--- config.mk ---
export PLATFORM = sky130hd
export DESIGN_NAME = mfc_top
export DESIGN_NICKNAME = d
export VERILOG_FILES = /design/src/rtl/mfc_pkg.sv /design/src/rtl/mfc_btn_conditioner.sv /design/src/rtl/mfc_top.sv
export SDC_FILE = /design/constraint.sdc
export NUM_CORES = 1
export LEC_CHECK = 0
export ABC_CLOCK_PERIOD_IN_PS = 7900
export CAP_MARGIN = 10
export CELL_PAD_IN_SITES_DETAIL_PLACEMENT = 1
export CELL_PAD_IN_SITES_GLOBAL_PLACEMENT = 1
export CORE_UTILIZATION = 45
export CTS_CLUSTER_DIAMETER = 60
export DETAILED_ROUTE_END_ITERATION = 6
export PLACE_DENSITY_LB_ADDON = 0.25
export SYNTH_ARGS = -nofsm -noshare
export SYNTH_HDL_FRONTEND = slang
export SYNTH_HIERARCHICAL = 1
export SYNTH_SLANG_ARGS = --single-unit
export TNS_END_PERCENT = 30
--- constraint.sdc ---
create_clock -name MCLK -period 7.9 [get_ports MCLK]
set_clock_uncertainty 0.2 [all_clocks]
set_input_delay 1.58 -clock MCLK [delete_from_list [all_inputs] [get_ports MCLK]]
set_output_delay 1.58 -clock MCLK [all_outputs]
set_load 0.01 [all_outputs]
--- src/rtl/mfc_pkg.sv ---
// Shared types and helpers for the multi-function clock: modes, cursor fields,
// button indices, time record arithmetic and seven-segment decoding.
package mfc_pkg;

    typedef enum logic [1:0] {NORMAL, CLK_SET, ALM_SET, STOPWATCH} mode_e;
    typedef enum logic [1:0] {F_SEC = 2'd0, F_MIN = 2'd1, F_HR = 2'd2} field_e;

    localparam int BTN_UP    = 0;
    localparam int BTN_DN    = 1;
    localparam int BTN_LEFT  = 2;
    localparam int BTN_RIGHT = 3;
    localparam int BTN_SS    = 4;

    localparam logic [3:0] DIGIT_BLANK = 4'hF;

    typedef struct packed {
        logic [4:0] hr;
        logic [5:0] mn;
        logic [5:0] sc;
    } hms_t;

    // Active-high segments, bit 0 = a ... bit 6 = g; anything but 0-9 is blank.
    function automatic logic [6:0] seg_decode(input logic [3:0] d);
        case (d)
            4'd0:    return 7'h3F;
            4'd1:    return 7'h06;
            4'd2:    return 7'h5B;
            4'd3:    return 7'h4F;
            4'd4:    return 7'h66;
            4'd5:    return 7'h6D;
            4'd6:    return 7'h7D;
            4'd7:    return 7'h07;
            4'd8:    return 7'h7F;
            4'd9:    return 7'h6F;
            default: return 7'h00;
        endcase
    endfunction

    function automatic logic [5:0] step_mod(input logic [5:0] v, input logic [5:0] top,
                                            input logic up, input logic dn);
        logic [5:0] r;
        r = v;
        if (up)      r = (v == top) ? 6'd0 : v + 6'd1;
        else if (dn) r = (v == 6'd0) ? top : v - 6'd1;
        return r;
    endfunction

    // Field edit without carry into neighbouring fields.
    function automatic hms_t hms_edit(input hms_t t, input field_e f,
                                      input logic up, input logic dn);
        hms_t r;
        r = t;
        case (f)
            F_SEC:   r.sc = step_mod(t.sc, 6'd59, up, dn);
            F_MIN:   r.mn = step_mod(t.mn, 6'd59, up, dn);
            default: r.hr = 5'(step_mod({1'b0, t.hr}, 6'd23, up, dn));
        endcase
        return r;
    endfunction

    function automatic hms_t hms_inc(input hms_t t);
        hms_t r;
        r = t;
        if (t.sc != 6'd59) begin
            r.sc = t.sc + 6'd1;
        end else begin
            r.sc = 6'd0;
            if (t.mn != 6'd59) begin
                r.mn = t.mn + 6'd1;
            end else begin
                r.mn = 6'd0;
                r.hr = (t.hr == 5'd23) ? 5'd0 : t.hr + 5'd1;
            end
        end
        return r;
    endfunction

endpackage

--- src/rtl/mfc_btn_conditioner.sv ---
// Push-button front end: 2-FF synchronizer, stability debounce, and a single
// one-cycle pulse on each accepted press (no auto-repeat).
module btn_conditioner #(
    parameter int DEBOUNCE_CYCLES = 1_000_000
) (
    input  logic clk,
    input  logic rst,
    input  logic raw,
    output logic pulse
);
    localparam int CW = $clog2(DEBOUNCE_CYCLES);

    logic          meta_q, meta_d, sync_q, sync_d;
    logic          level_q, level_d, pulse_q, pulse_d;
    logic [CW-1:0] cnt_q, cnt_d;

    // The counter only advances on consecutive disagreeing cycles, so any glitch resets it.
    always_comb begin
        meta_d  = raw;
        sync_d  = meta_q;
        level_d = level_q;
        cnt_d   = '0;
        if (sync_q != level_q) begin
            if (cnt_q == CW'(DEBOUNCE_CYCLES - 1)) level_d = sync_q;
            else                                   cnt_d   = cnt_q + CW'(1);
        end
        pulse_d = level_d & ~level_q;
    end

    always_ff @(posedge clk or posedge rst) begin
        if (rst) begin
            meta_q  <= 1'b0;
            sync_q  <= 1'b0;
            level_q <= 1'b0;
            pulse_q <= 1'b0;
            cnt_q   <= '0;
        end else begin
            meta_q  <= meta_d;
            sync_q  <= sync_d;
            level_q <= level_d;
            pulse_q <= pulse_d;
            cnt_q   <= cnt_d;
        end
    end

    assign pulse = pulse_q;

endmodule

--- src/rtl/mfc_top.sv ---
// Multi-function clock: time of day, clock/alarm set, alarm tone and stopwatch,
// shown on an 8-digit multiplexed seven-segment display.
module mfc_top
    import mfc_pkg::*;
#(
    parameter int TICKS_PER_SEC   = 100_000_000,
    parameter int DEBOUNCE_CYCLES = 1_000_000,
    parameter int REFRESH_CYCLES  = 100_000,
    parameter int TONE_DIV        = 50_000
) (
    input  logic        MCLK,
    input  logic [14:0] SPDT,
    input  logic [4:0]  button,
    output logic [7:0]  seg_n,
    output logic [7:0]  an_n,
    output logic [15:0] led,
    output logic        piezo
);
    localparam int CS_DIV = TICKS_PER_SEC / 100;
    localparam int PW     = $clog2(TICKS_PER_SEC);
    localparam int SW     = $clog2(CS_DIV);
    localparam int RW     = $clog2(REFRESH_CYCLES);
    localparam int TW     = $clog2(TONE_DIV);

    logic rst, alm_en, unused_spdt;
    assign rst         = SPDT[0];
    assign alm_en      = SPDT[1];
    assign unused_spdt = ^SPDT[11:2];

    logic [4:0] btn_p;
    for (genvar i = 0; i < 5; i++) begin : g_btn
        btn_conditioner #(.DEBOUNCE_CYCLES(DEBOUNCE_CYCLES)) u_btn (
            .clk(MCLK), .rst(rst), .raw(button[i]), .pulse(btn_p[i])
        );
    end

    mode_e mode_q, mode_d;
    logic  in_clk, in_alm, in_sw;

    always_comb begin
        if (SPDT[14])      mode_d = CLK_SET;
        else if (SPDT[13]) mode_d = ALM_SET;
        else if (SPDT[12]) mode_d = STOPWATCH;
        else               mode_d = NORMAL;
    end

    always_comb begin
        in_clk = (mode_q == CLK_SET);
        in_alm = (mode_q == ALM_SET);
        in_sw  = (mode_q == STOPWATCH);
    end

    logic [PW-1:0] pre_q, pre_d;
    logic          sec_tick, cs_tick;
    hms_t          tm_q, tm_d, al_q, al_d;
    field_e        cur_q, cur_d;
    logic          ring_q, ring_d, piezo_q, piezo_d;
    logic [5:0]    rsec_q, rsec_d;
    logic [TW-1:0] tone_q, tone_d;
    logic          sw_run_q, sw_run_d;
    logic [SW-1:0] swp_q, swp_d;
    logic [6:0]    cs_q, cs_d;
    logic [5:0]    ss_q, ss_d, mm_q, mm_d;
    logic [RW-1:0] rf_q, rf_d;
    logic [2:0]    dig_q, dig_d;
    logic [7:0]    seg_q, seg_d, an_q, an_d;
    logic [6:0]    p2, p1, p0;
    logic [3:0]    digit;

    // Time is frozen in clock_set, so its own edits never race a tick.
    always_comb begin
        sec_tick = !in_clk && (pre_q == PW'(TICKS_PER_SEC - 1));
        pre_d    = (in_clk || sec_tick) ? '0 : pre_q + PW'(1);
        tm_d     = sec_tick ? hms_inc(tm_q) : tm_q;
        if (in_clk) tm_d = hms_edit(tm_q, cur_q, btn_p[BTN_UP], btn_p[BTN_DN]);
        al_d = in_alm ? hms_edit(al_q, cur_q, btn_p[BTN_UP], btn_p[BTN_DN]) : al_q;
        cur_d = cur_q;
        if (in_clk || in_alm) begin
            if (btn_p[BTN_LEFT]) begin
                case (cur_q)
                    F_SEC:   cur_d = F_MIN;
                    F_MIN:   cur_d = F_HR;
                    default: cur_d = F_SEC;
                endcase
            end else if (btn_p[BTN_RIGHT]) begin
                case (cur_q)
                    F_HR:    cur_d = F_MIN;
                    F_MIN:   cur_d = F_SEC;
                    default: cur_d = F_HR;
                endcase
            end
        end
    end

    always_comb begin
        ring_d = ring_q;
        rsec_d = rsec_q;
        if (ring_q) begin
            if (sec_tick) rsec_d = rsec_q + 6'd1;
            if (btn_p[BTN_SS] || !alm_en || (sec_tick && rsec_q == 6'd59)) ring_d = 1'b0;
        end
        if (sec_tick && alm_en && tm_d == al_d) begin
            ring_d = 1'b1;
            rsec_d = '0;
        end
        tone_d  = '0;
        piezo_d = 1'b0;
        if (ring_q) begin
            piezo_d = piezo_q;
            if (tone_q == TW'(TONE_DIV - 1)) piezo_d = !piezo_q;
            else                             tone_d  = tone_q + TW'(1);
        end
    end

    // The centisecond prescaler restarts from zero on every start.
    always_comb begin
        cs_tick  = sw_run_q && (swp_q == SW'(CS_DIV - 1));
        swp_d    = (sw_run_q && !cs_tick) ? swp_q + SW'(1) : '0;
        sw_run_d = sw_run_q;
        cs_d     = cs_q;
        ss_d     = ss_q;
        mm_d     = mm_q;
        if (cs_tick && !(mm_q == 6'd59 && ss_q == 6'd59 && cs_q == 7'd99)) begin
            if (cs_q != 7'd99) begin
                cs_d = cs_q + 7'd1;
            end else begin
                cs_d = '0;
                if (ss_q != 6'd59) begin
                    ss_d = ss_q + 6'd1;
                end else begin
                    ss_d = '0;
                    mm_d = mm_q + 6'd1;
                end
            end
        end
        if (in_sw) begin
            if (btn_p[BTN_SS]) sw_run_d = !sw_run_q;
            if (btn_p[BTN_DN] && !sw_run_q) begin
                cs_d = '0;
                ss_d = '0;
                mm_d = '0;
            end
        end
    end

    always_comb begin
        rf_d  = rf_q + RW'(1);
        dig_d = dig_q;
        if (rf_q == RW'(REFRESH_CYCLES - 1)) begin
            rf_d  = '0;
            dig_d = dig_q + 3'd1;
        end
        case (mode_q)
            ALM_SET:   begin p2 = {2'b0, al_q.hr}; p1 = {1'b0, al_q.mn}; p0 = {1'b0, al_q.sc}; end
            STOPWATCH: begin p2 = {1'b0, mm_q};    p1 = {1'b0, ss_q};    p0 = cs_q;            end
            default:   begin p2 = {2'b0, tm_q.hr}; p1 = {1'b0, tm_q.mn}; p0 = {1'b0, tm_q.sc}; end
        endcase
        case (dig_q)
            3'd0:    digit = 4'(p0 % 7'd10);
            3'd1:    digit = 4'(p0 / 7'd10);
            3'd2:    digit = 4'(p1 % 7'd10);
            3'd3:    digit = 4'(p1 / 7'd10);
            3'd4:    digit = 4'(p2 % 7'd10);
            3'd5:    digit = 4'(p2 / 7'd10);
            default: digit = DIGIT_BLANK;
        endcase
        an_d  = ~(8'b1 << dig_q);
        seg_d = ~{(dig_q == 3'd2 || dig_q == 3'd4), seg_decode(digit)};
    end

    always_comb begin
        led        = '0;
        led[2:0]   = (in_clk || in_alm) ? (3'b001 << cur_q) : 3'b000;
        led[12]    = in_sw;
        led[13]    = in_alm;
        led[14]    = sw_run_q;
        led[15]    = ring_q;
    end

    always_ff @(posedge MCLK or posedge rst) begin
        if (rst) begin
            mode_q   <= NORMAL;
            pre_q    <= '0;
            tm_q     <= '0;
            al_q     <= '0;
            cur_q    <= F_SEC;
            ring_q   <= 1'b0;
            rsec_q   <= '0;
            tone_q   <= '0;
            piezo_q  <= 1'b0;
            sw_run_q <= 1'b0;
            swp_q    <= '0;
            cs_q     <= '0;
            ss_q     <= '0;
            mm_q     <= '0;
            rf_q     <= '0;
            dig_q    <= '0;
            seg_q    <= 8'hFF;
            an_q     <= 8'hFE;
        end else begin
            mode_q   <= mode_d;
            pre_q    <= pre_d;
            tm_q     <= tm_d;
            al_q     <= al_d;
            cur_q    <= cur_d;
            ring_q   <= ring_d;
            rsec_q   <= rsec_d;
            tone_q   <= tone_d;
            piezo_q  <= piezo_d;
            sw_run_q <= sw_run_d;
            swp_q    <= swp_d;
            cs_q     <= cs_d;
            ss_q     <= ss_d;
            mm_q     <= mm_d;
            rf_q     <= rf_d;
            dig_q    <= dig_d;
            seg_q    <= seg_d;
            an_q     <= an_d;
        end
    end

    assign seg_n = seg_q;
    assign an_n  = an_q;
    assign piezo = piezo_q;

endmodule

==> impl_results.md, run 1 <==
- Outcome: finished clean
- Maximum clock path buffer count: 3
- Number of global-route vias before repair: between 10,000 and 15,000
- Area of the multi-input gates: between 9000 and 10,000 sq um
- Clk_lat worst skew: 0.56 ns
- Top Ports: between 50 and 60
- WHS: 0.146 ns
- Final GP Congestion: a little over 0.9
- Placeable core region: 37,700 sq um
- DRC viols: 0
- Top-area cell type share of the netlist area: 39.2%
- Finish-stage setup viols: 0
- Hold Crit Class: register to register
- GR Util met3: 4.07%
- Port-buffer cells: 34
- Post-Layout Cell Count: ~2,400
- Die Span Y: 198 microns
- Clock Sinks: 285
- Max Cap Viol: 0
- Global-route met1 utilization: between 30% and 40%
- Min Tclk post-route: 6.31 ns
- CP Cell Sequence: inv_1 > ha_1 > nor2b_1 > or4_1 > a2bb2oi_1 > a31oi_1 > a311oi_1 > o22ai_1 > xnor2_1 > ha_1 > inv_1 > a2111oi_0 > o221ai_1 > o211ai_1 > o32ai_1 > a31o_2 > a21oi_1 > inv_1 > ha_1 > mux2i_1 > a21oi_1
- Vias per cell: 5.80
- FF-to-FF Start: mode_q[0]
- Buf+Inv Stages, Crit Path: 3
- Gr usage total: a little under a quarter
- Synth warn: 6
- Die width: 198 microns
- Post-CTS Setup Bufs: 0
- Largest net degree at the start of global routing: 63
- Netlist cell types: 87
- Worst setup SP type: register
- Post-cts sizing count: 0
- Seq cells post-synth: 285
- CP max stage cell: ha_1
- Worst EP arrival: 6.53 ns
- Hold Crit Start: g_btn[1].u_btn/meta_q
- DRT antenna net count: 0
- Total global routing overflow: 0
- Area Growth Syn to Fin: 11.6%
- Met2 usage: 38.9%
- R2r endpoint: seg_n[3]
- Post-detail-place hpwl: ~31,000 microns
- Number of diodes: 0
- Final WS setup: 1.59 ns
- WL/cell: approximately 18 microns
- Hold bufs inserted after CTS: 0
- # nets final: approximately 2,000
- P_leak: 7.85 nW
- Post-Synthesis Cells: 1,892
- Fmax: 158 MHz
- Global-route wire length before repair: 75,500 microns
- Critical path class: register to register
- Critical path's largest stage delay: roughly 0.87 ns
- Most common cell in the netlist: dfrtp_1
- Post-synthesis sequential area ratio: 41.5%
- Row count: 71
- Initial DRC Count: 706
- Share of cells above drive strength 1: just under 9%
- Hold Path End: g_btn[1].u_btn/sync_q
- Critical path's top delay family: compound AO/OA/AOI/OAI gates
- H-tree lvl count: 2
- Final TNS setup: 0 ns
- Initial antenna violation count: 0
- Peak supply drop: 0.000164 V
- Filler Cell Count: 4,294
- Worst Tran Pin Value: 1.08 ns
- Unrepaired setup endpoints after global routing: no
- Placed Instances: 2,374
- Drt total wl: 44,400 microns
- CTS tree: done
- Slew Limit Fails: 0
- Clk slew on worst S/H paths: 0.06 ns
- Starting Density: 45.8%
- Final cycle utilization of the critical path: 79.9%
- Setup Slack @ Placement: 1.63 ns
- Vias: around 14,000
- Total CTS buffers: 37
- Flop-to-flop setup slack: about 1.6 ns
- Power Density: ~190 nW/um^2
- Most used routing layer: met2
- Nature of the critical path endpoint: register
- DR pass1 iterations: 5
- Post-synth EDFFs: 0
- Root buf cell: clkbuf_16
- Leading area contributor after synthesis: dfrtp_1
- Async set or reset register ratio after synthesis: 100%
- Synth area leaders: dfrtp_1 (39%), nor2_1 (5.5%), xor2_1 (4.7%)
- Seq. cell area: 7150 sq um
- Max-slew headroom: 27.9%
- Hold path depth: 0
- Worst R2R Path Depth: 21
- Critical Path RT: 8.12 ns
- Synth cell count leaders: dfrtp_1 (270), nor2_1 (253), nand2_1 (165)
- Fin. Hold Viols: 0
- Ys flop type: dfrtp_1
- Die ar.: 39,100 sq um
- Syn Area/Cell: 9.11 sq um
- Post-Syn Area: about 17,000 sq um
- Max Fanout on Critical Path: 35
-- worst max path at each step --
stage / to / startpoint / slack (ns) / cells after the start
2_1_floorplan: al_q[0] / SPDT[0] / 1.68 / 1
3_3_place_gp: seg_n[6] / mode_q[0] / 1.92 / 17
3_5_place_dp: seg_n[3] / mode_q[0] / 1.63 / 21
4_1_cts: seg_n[6] / mode_q[0] / 1.58 / 21
5_1_grt: seg_n[5] / mode_q[0] / 1.10 / 22
6_report: seg_n[3] / mode_q[0] / 1.59 / 21
-- registers in the layout, summed over array words and instances (netlist names), 7 cells and up --
signal,flops
seg_n,8
swp_q,20
rf_q,17
pre_q,27
tone_q,16
an_n,8
g_btn.u_btn/cnt_q,100
cs_q,7
tm_q,17
al_q,17
-- report_power, final --
group	internal, mW	switching, mW	total [mW]
Sequential	1.50	0.0290	1.53
Clock	1.09	0.679	1.77
Combinational	0.104	0.171	0.275
-- placed cells by master, fill, tap and decap left out, drive strengths merged, types with 20 or more instances in the layout --
master | synthesis | layout
dfrtp | 270 | 270
nor2 | 253 | 253
nand2 | 165 | 165
nand3 | 117 | 117
a21oi | 95 | 95
xor2 | 92 | 92
xnor2 | 90 | 90
inv | 75 | 77
o21ai | 63 | 63
clkbuf | 47 | 54
ha | 47 | 47
nand4 | 44 | 44
and3 | 40 | 40
nor3 | 39 | 39
clkdlybuf4s50 | 0 | 34
or3 | 29 | 29
mux2i | 28 | 28
nor2b | 27 | 27
or4 | 25 | 25
nand2b | 24 | 24
nor4 | 23 | 23
o31ai | 20 | 20
-- metrics by stage --
stage	cell area, sq um	total power [mW]	utilization, %
after floorplan	17300	1.73	-
after CTS	19300	3.63	51.1
after global routing	19300	3.71	51.1
after global placement	17900	1.82	47.6
after detailed placement	17900	1.83	47.6
final	19300	3.57	51.1
-- layout make-up --
cell class	count	area share, %
clock buffer	54	5.82
clock inverter	14	0.962
inverter	77	1.53
multi-input combinational	1459	49.1
sequential	285	37.1
tap	511	3.32
timing repair buffer	42	2.08
-- cell families after synthesis --
group / Yosys count / synth area share (%)
compound gates: 315 / 12.5
buf+inv: 156 / 3.85
fa+ha+maj: 47 / 3.41
other cells: 1 / 0.0217
simple gates: 868 / 27.1
flops: 285 / 41.5
mux: 38 / 2.39
xor+xnor: 182 / 9.24
-- routing by layer --
layer / wire length, microns / part of all wire [%] / up-vias
met1: 20600 / 46 / 7174
li1: - / - / 6733
met2: 21400 / 48 / 180
met5: 0 / 0 / -
met3: 1440 / 3.2 / 71
met4: 988 / 2.2 / 0
Note: power is estimated with default switching activity, not from simulation.
==> run 2: changes to the inputs <==
--- a/config.mk
+++ b/config.mk
@@ -5,11 +5,11 @@
 export SDC_FILE = /design/constraint.sdc
 export NUM_CORES = 1
 export LEC_CHECK = 0
-export ABC_CLOCK_PERIOD_IN_PS = 7900
+export ABC_CLOCK_PERIOD_IN_PS = 5400
 export CAP_MARGIN = 10
 export CELL_PAD_IN_SITES_DETAIL_PLACEMENT = 1
 export CELL_PAD_IN_SITES_GLOBAL_PLACEMENT = 1
-export CORE_UTILIZATION = 45
+export CORE_UTILIZATION = 44
 export CTS_CLUSTER_DIAMETER = 60
 export DETAILED_ROUTE_END_ITERATION = 6
 export PLACE_DENSITY_LB_ADDON = 0.25
==> constraint.sdc (replaced) <==
create_clock -name MCLK -period 5.4 [get_ports MCLK]
set_clock_uncertainty 0.2 [all_clocks]
set_input_delay 1.08 -clock MCLK [delete_from_list [all_inputs] [get_ports MCLK]]
set_output_delay 1.08 -clock MCLK [all_outputs]
set_load 0.01 [all_outputs]
==> run 2 against run 1 <==
Compared with the run above:
- routed wire length up 2.3%
- clock power up 61%
- critical path depth shrank 1
- critical endpoint is now seg_n[6]
- largest cell class unchanged
- largest power group unchanged
- highest routed layer unchanged
==> impl_results.md, run 2 (synthesis gave the netlist of run 1 again) <==
- Outcome: finished clean (unchanged)
- Clock power frac: 51.8% (was 49.6%)
- Share of cells above drive strength 1: 9.97% (was 8.65%)
- # nets final: 1,992 (was 1,970)
- H-tree lvl count: 2 (unchanged)
- Worst R2R Path Depth: 20 (was 21)
- Initial antenna violation count: 0 (unchanged)
- Die Span Y: 200 microns (was 198 microns)
- Drt total wl: 45,400 microns (was 44,400 microns)
- Post-Layout Inst Area: 19,600 sq um (was 19,300 sq um)
- Power Density: 281 nW/um^2 (was 186 nW/um^2)
- Top flop regs: g_btn.u_btn/cnt_q: 100 flops, pre_q: 27 flops, swp_q: 20 flops (unchanged)
- Number of global-route vias before repair: 14,700 (was 14,900)
- Placeable core region: 38,600 sq um (was 37,700 sq um)
- Hold path depth: 0 (unchanged)
- Post-detail-place hpwl: 31,800 microns (was 31,100 microns)
- Min Tclk post-route: 5.08 ns (was 6.31 ns)
- Vias per cell: 5.77 (was 5.80)
- WL/cell: 18.4 microns (was 18.2 microns)
- DRT antenna net count: 0 (unchanged)
- Max-slew headroom: 32.0% (was 27.9%)
- Number of diodes: 0 (unchanged)
- P_sw: 1.35 mW (was 0.879 mW)
- Power Total: 5.51 mW (was 3.57 mW)
- Final GP Congestion: 0.866 (was 0.907)
- Area of the multi-input gates: 9500 sq um (was 9460 sq um)
- Die ar.: 40,000 sq um (was 39,100 sq um)
- DRC viols: 0 (unchanged)
- Critical Path RT: 5.67 ns (was 8.12 ns)
- Critical path's top delay family: compound AO/OA/AOI/OAI gates (unchanged)
- Top Ports: 54 (unchanged)
- Final cycle utilization of the critical path: 94.0% (was 79.9%)
- Pint: 4.15 mW (was 2.70 mW)
- Finish-stage setup viols: 0 (unchanged)
- Clk slew on worst S/H paths: 0.06 ns (about the same)
- Biggest register: g_btn.u_btn/cnt_q (unchanged)
- Slew Limit Fails: 0 (unchanged)
- Most frequent cells in the layout: dfrtp_1 (270), nor2_1 (253), nand2_1 (165) (unchanged)
- Sw frac: 24.6% (about the same)
- Root buf cell: clkbuf_16 (unchanged)
- Worst Tran Pin Value: 1.02 ns (was 1.08 ns)
- Peak supply drop: 0.000220 V (was 0.000164 V)
- Initial DRC Count: 743 (was 706)
- Share of power burned in registers: 40.5% (was 42.7%)
- Nature of the critical path endpoint: register (unchanged)
- Commonest non-fill, non-tap cell in the layout: dfrtp_1 (unchanged)
- Filler Cell Count: 4,399 (was 4,294)
- Clk_lat worst skew: 0.56 ns (about the same)
- CP Cell Sequence: inv_1 > ha_2 > buf_4 > nand3_1 > a32o_1 > a222oi_1 > buf_4 > a211oi_1 > o21bai_1 > a211oi_1 > ha_1 > a21oi_1 > a211o_1 > or3_1 > a21oi_1 > buf_4 > ha_1 > inv_1 > mux2_2 > a21oi_1 (was inv_1 > ha_1 > nor2b_1 > or4_1 > a2bb2oi_1 > a31oi_1 > a311oi_1 > o22ai_1 > xnor2_1 > ha_1 > inv_1 > a2111oi_0 > o221ai_1 > o211ai_1 > o32ai_1 > a31o_2 > a21oi_1 > inv_1 > ha_1 > mux2i_1 > a21oi_1)
- DR pass1 iterations: 5 (unchanged)
- Hold Crit Class: register to register (unchanged)
- Critical path's largest stage delay: 0.46 ns (was 0.87 ns)
- CTS tree: done (unchanged)
- Largest net degree at the start of global routing: 164 (was 63)
- Clock Sinks: 285 (unchanged)
- Fin. Hold Viols: 0 (unchanged)
- Total CTS buffers: 40 (was 37)
- Max reg flops: 100 (unchanged)
- Critical path class: register to register (unchanged)
- Instance count on the critical path: 20 (was 21)
- P_leak: 8.01 nW (was 7.85 nW)
- Placed instance area: 18,100 sq um (was 17,900 sq um)
- Die width: 200 microns (was 198 microns)
- Total global routing overflow: 0 (unchanged)
- Global-route wire length before repair: 76,300 microns (was 75,500 microns)
- Gr usage total: 23.5% (about the same)
- Row count: 72 (was 71)
- Maximum clock path buffer count: 3 (unchanged)
- Worst EP arrival: 5.35 ns (was 6.53 ns)
- Final core utilization: 50.8% (was 51.1%)
- WHS: 0.149 ns (was 0.146 ns)
- Fmax: 197 MHz (was 158 MHz)
- Combinational share of power: 7.7% (about the same)
- Worst setup SP type: register (unchanged)
- Max Cap Viol: 0 (unchanged)
- Vias: 14,300 (was 14,200)
- Port-buffer cells: 34 (unchanged)
- Max Fanout on Critical Path: 20 (was 35)
- Area Growth Syn to Fin: 13.7% (was 11.6%)
- CP max stage cell: a222oi_1 (was ha_1)
- Seq. cell area: 7150 sq um (unchanged)
- Buf+Inv Stages, Crit Path: 5 (was 3)
- Starting Density: 44.6% (was 45.8%)
## run 2: cell count changes in the layout (fill, tap and decap cells not counted), moves of 2 or more
| cell | delta |
|---|---|
| ha_2 | +2 |
| buf_4 | +16 |
| bufinv_16 | +4 |
| ha_1 | -3 |
| clkinv_8 | +2 |
| inv_6 | +2 |
| clkbuf_1 | +2 |
| clkbuf_16 | +2 |
| buf_12 | +3 |
| clkbuf_8 | -6 |
## run 2: path summary, 6_finish.rpt
| path | start | slack, ns | to |
|---|---|---|---|
| min in group asynchronous | SPDT[0] | 0.83 | cur_q[1] |
| max in group asynchronous | SPDT[0] | 3.00 | mm_q[3] |
| min reg2reg | g_btn[2].u_btn/meta_q | 0.15 | g_btn[2].u_btn/sync_q |
| max | mode_q[0] | 0.32 | seg_n[6] |
| max reg2reg | mode_q[0] | 0.32 | seg_n[6] |
| min | g_btn[2].u_btn/meta_q | 0.15 | g_btn[2].u_btn/sync_q |
## run 2: power groups by stage
| stage | logic (mW) | clock network, mW | registers [mW] |
|---|---|---|---|
| global route | 0.475 | 3.00 | 2.24 |
| CTS | 0.422 | 2.94 | 2.23 |
| detailed placement | 0.417 | 0 | 2.27 |
| finish | 0.424 | 2.85 | 2.23 |
| floorplan | 0.268 | 0 | 2.27 |
| global placement | 0.405 | 0 | 2.27 |
## run 2: area by class of cell
class                   count  share of cell area (%)
flip-flops and latches    285                    36.5
clock inverters            22                    1.77
clock buffers              52                    5.59
multi-input cells        1459                    48.4
inverters                  77                    1.49
well taps                 518                    3.30
repair buffers             61                    2.96
## run 2: what timing repair did
action	4_1_cts	5_1_grt
gates resized for setup	1	8
buffers inserted	0	2
pin swaps	0	4
hold buffers	0	0
endpoints found under the setup margin	1	6
hold endpoints to repair	0	0
## run 2: metrics by stage
stage	worst slack, ns	setup TNS (ns)	instances
2_1_floorplan	0.447	0	1900
3_3_place_gp	0.202	0	2398
3_5_place_dp	0.0226	0	2398
4_1_cts	0.0481	0	2472
5_1_grt	-0.0304	-0.0304	2474
6_report	0.322	0	2474
## run 2: layer usage
metal,GRT usage [%],part of all wire (%),up-vias,routed length (microns)
met5,0,0,-,0
met2,39.6,48,196,22000
met3,2.96,3.3,67,1480
met1,31.7,46,7237,21000
li1,-,-,6774,-
met4,6.98,2.1,0,976
==> run 3: changes to the inputs <==
--- a/config.mk
+++ b/config.mk
@@ -12,7 +12,9 @@
 export CORE_UTILIZATION = 44
 export CTS_CLUSTER_DIAMETER = 60
 export DETAILED_ROUTE_END_ITERATION = 6
+export GPL_ROUTABILITY_DRIVEN = 0
 export PLACE_DENSITY_LB_ADDON = 0.25
+export SLEW_MARGIN = 20
 export SYNTH_ARGS = -nofsm -noshare
 export SYNTH_HDL_FRONTEND = slang
 export SYNTH_HIERARCHICAL = 1
==> run 3 against run 2 <==
Compared with the run above:
- clock power is 7.0% lower
- register-to-register slack better by 0.05 ns
- die area stayed put
- sequential power hardly changed
- non-clock buffer count is 4 higher
- total power is 3.6% lower
- first-iteration DRC count is 15% lower
- critical endpoint is now seg_n[1]
- largest cell class unchanged
==> impl_results.md, run 3 (synthesis gave the netlist of run 1 again) <==
- Outcome: finished clean (unchanged)
- Placed instance area: 18,100 sq um (about the same)
- Starting Density: 44.6% (unchanged)
- Number of global-route vias before repair: 14,900 (was 14,700)
- Worst Tran Pin Value: 1.04 ns (was 1.02 ns)
- Clk slew on worst S/H paths: 0.05 ns (was 0.06 ns)
- Final WS setup: 0.374 ns (was 0.322 ns)
- Maximum clock path buffer count: 3 (unchanged)
- Final cycle utilization of the critical path: 93.1% (was 94.0%)
- Root buf cell: clkbuf_16 (unchanged)
- DR pass1 iterations: 6 (was 5)
- Drt total wl: 45,700 microns (was 45,400 microns)
- Placeable core region: 38,600 sq um (unchanged)
- Biggest register: g_btn.u_btn/cnt_q (unchanged)
- Most common cell type on the critical path: buf_4
- Worst EP arrival: 5.29 ns (was 5.35 ns)
- Hold bufs inserted after CTS: 0 (unchanged)
- Min Tclk post-route: 5.03 ns (was 5.08 ns)
- CP max stage cell: or4_1 (was a222oi_1)
- H-tree lvl count: 2 (unchanged)
- Initial DRC Count: 634 (was 743)
- Fmax: 199 MHz (was 197 MHz)
- Initial antenna violation count: 0 (unchanged)
- Unrepaired setup endpoints after global routing: no
- CTS tree: done (unchanged)
- Clk_lat worst skew: 0.57 ns (was 0.56 ns)
- Slew Limit Fails: 0 (unchanged)
- DRT antenna net count: 0 (unchanged)
- Post-Layout Cell Count: 2,476 (was 2,474)
- Power Density: 272 nW/um^2 (was 281 nW/um^2)
- Max-slew headroom: 30.6% (was 32.0%)
- Placed Instances: 2,399 (was 2,398)
- Area Growth Syn to Fin: 13.4% (was 13.7%)
- Critical path's top delay family: compound AO/OA/AOI/OAI gates (unchanged)
- Vias per cell: 5.79 (was 5.77)
- Top flop regs: g_btn.u_btn/cnt_q: 100 flops, pre_q: 27 flops, swp_q: 20 flops (unchanged)
- Worst setup SP type: register (unchanged)
- Max Cap Viol: 0 (unchanged)
- Max reg flops: 100 (unchanged)
- Power Total: 5.31 mW (was 5.51 mW)
- Setup Slack @ Placement: -0.116 ns (was 0.0226 ns)
- Critical Path RT: 5.66 ns (was 5.67 ns)
- Post-detail-place hpwl: 32,300 microns (was 31,800 microns)
- CP startpoint: dig_q[1] (was mode_q[0])
- Hold Crit Class: register to register (unchanged)
- Vias: 14,300 (about the same)
- Final core utilization: 50.6% (was 50.8%)
- Die Span Y: 200 microns (unchanged)
- Hold Crit Start: g_btn[1].u_btn/meta_q (was g_btn[2].u_btn/meta_q)
- Total global routing overflow: 0 (unchanged)
- Largest net degree at the start of global routing: 51 (was 164)
- Max Fanout on Critical Path: 6 (was 20)
- P_leak: 7.96 nW (was 8.01 nW)
- Die width: 200 microns (unchanged)
- Critical path's largest stage delay: 0.52 ns (was 0.46 ns)
- Commonest non-fill, non-tap cell in the layout: dfrtp_1 (unchanged)
- Peak supply drop: 0.000214 V (was 0.000220 V)
- # nets final: 1,996 (was 1,992)
- Seq. cell area: 7150 sq um (about the same)
- FF-to-FF Start: dig_q[1] (was mode_q[0])
- Finish-stage setup viols: 0 (unchanged)
- Die ar.: 40,000 sq um (unchanged)
- Nature of the critical path endpoint: register (unchanged)
- Fin. Hold Viols: 0 (unchanged)
- Clock Sinks: 285 (unchanged)
- Filler Cell Count: 4,363 (was 4,399)
- Top Ports: 54 (unchanged)
- Area of the multi-input gates: 9520 sq um (was 9500 sq um)
- Gr usage total: 23.5% (about the same)
- Share of cells above drive strength 1: 10.2% (was 9.97%)
- DRC viols: 0 (unchanged)
- Post-Layout Inst Area: 19,600 sq um (about the same)
- Number of diodes: 0 (unchanged)
- Critical path class: register to register (unchanged)
- Global-route wire length before repair: 76,100 microns (was 76,300 microns)
- Row count: 72 (unchanged)
- Most frequent cells in the layout: dfrtp_1 (269), nor2_1 (253), nand2_1 (165) (was dfrtp_1 (270), nor2_1 (253), nand2_1 (165))
- WL/cell: 18.4 microns (about the same)
- Total CTS buffers: 40 (unchanged)
- Buf+Inv Stages, Crit Path: 8 (was 5)
- Port-buffer cells: 34 (unchanged)
run 3: changes by cell type in the layout (fill, tap and decap cells not counted), sizes merged:
cell and change:
clkbuf +6, inv -5, buf +4, bufinv -3, clkinv -1, clkinvlp +1
run 3: layout make-up:
| cell class | count | share of cell area [%] |
|---|---|---|
| Clock inverter | 14 | 1.03 |
| Sequential cell | 285 | 36.6 |
| Clock buffer | 58 | 5.77 |
| Inverter | 77 | 1.50 |
| Tap cell | 518 | 3.31 |
| Multi-Input combinational cell | 1459 | 48.7 |
| Timing Repair Buffer | 65 | 3.14 |
run 3: repair_timing:
| action | 4_1_cts | 5_1_grt |
|---|---|---|
| resized for setup | 3 | 15 |
| cloned | 0 | 0 |
| setup endpoints to repair | 5 | 7 |
| pin swaps | 1 | 7 |
| buffers inserted | 1 | 4 |
run 3: worst paths after layout:
path / depth (start not counted) / slack [ns] / to
max in group asynchronous: 3 / 3.05 / an_n[2]
min in group asynchronous: 2 / 1.07 / tm_q[7]
worst min register to register: 0 / 0.15 / g_btn[1].u_btn/sync_q
worst max register to register: 25 / 0.37 / seg_n[1]
worst max-delay path: 25 / 0.37 / seg_n[1]
worst min-delay path: 0 / 0.15 / g_btn[1].u_btn/sync_q
run 3: through the flow:
stage,hold WS [ns],setup TNS [ns]
after floorplan,0.131,0
after global routing,0.159,0
after CTS,0.149,0
after detailed placement,0.137,-0.199
final,0.147,0
after global placement,0.132,0
run 3: report_power, final:
| group | switching, mW | internal (mW) |
|---|---|---|
| clock network | 1.00 | 1.65 |
| logic | 0.255 | 0.173 |
| registers | 0.0423 | 2.19 |
| total | 1.30 | 4.02 |
run 3: worst register-to-register path, delay by kind of cell (launching register included):
| family | cells | cell delay (ns) |
|---|---|---|
| flip-flops | 1 | 0.40 |
| adder cells (fa/ha/maj) | 3 | 0.65 |
| XOR/XNOR | 1 | 0.23 |
| buffers and inverters | 8 | 0.91 |
| AND/OR/NAND/NOR | 4 | 0.89 |
| AO/OA/AOI/OAI | 9 | 1.68 |
run 3: layer usage:
layer,global-route usage (%),vias to the layer above,wire length (microns)
met5,0,-,0
met4,6.64,0,864
met3,3.48,53,1580
met2,40.6,215,22600
met1,30.6,7273,20700
li1,-,6802,-
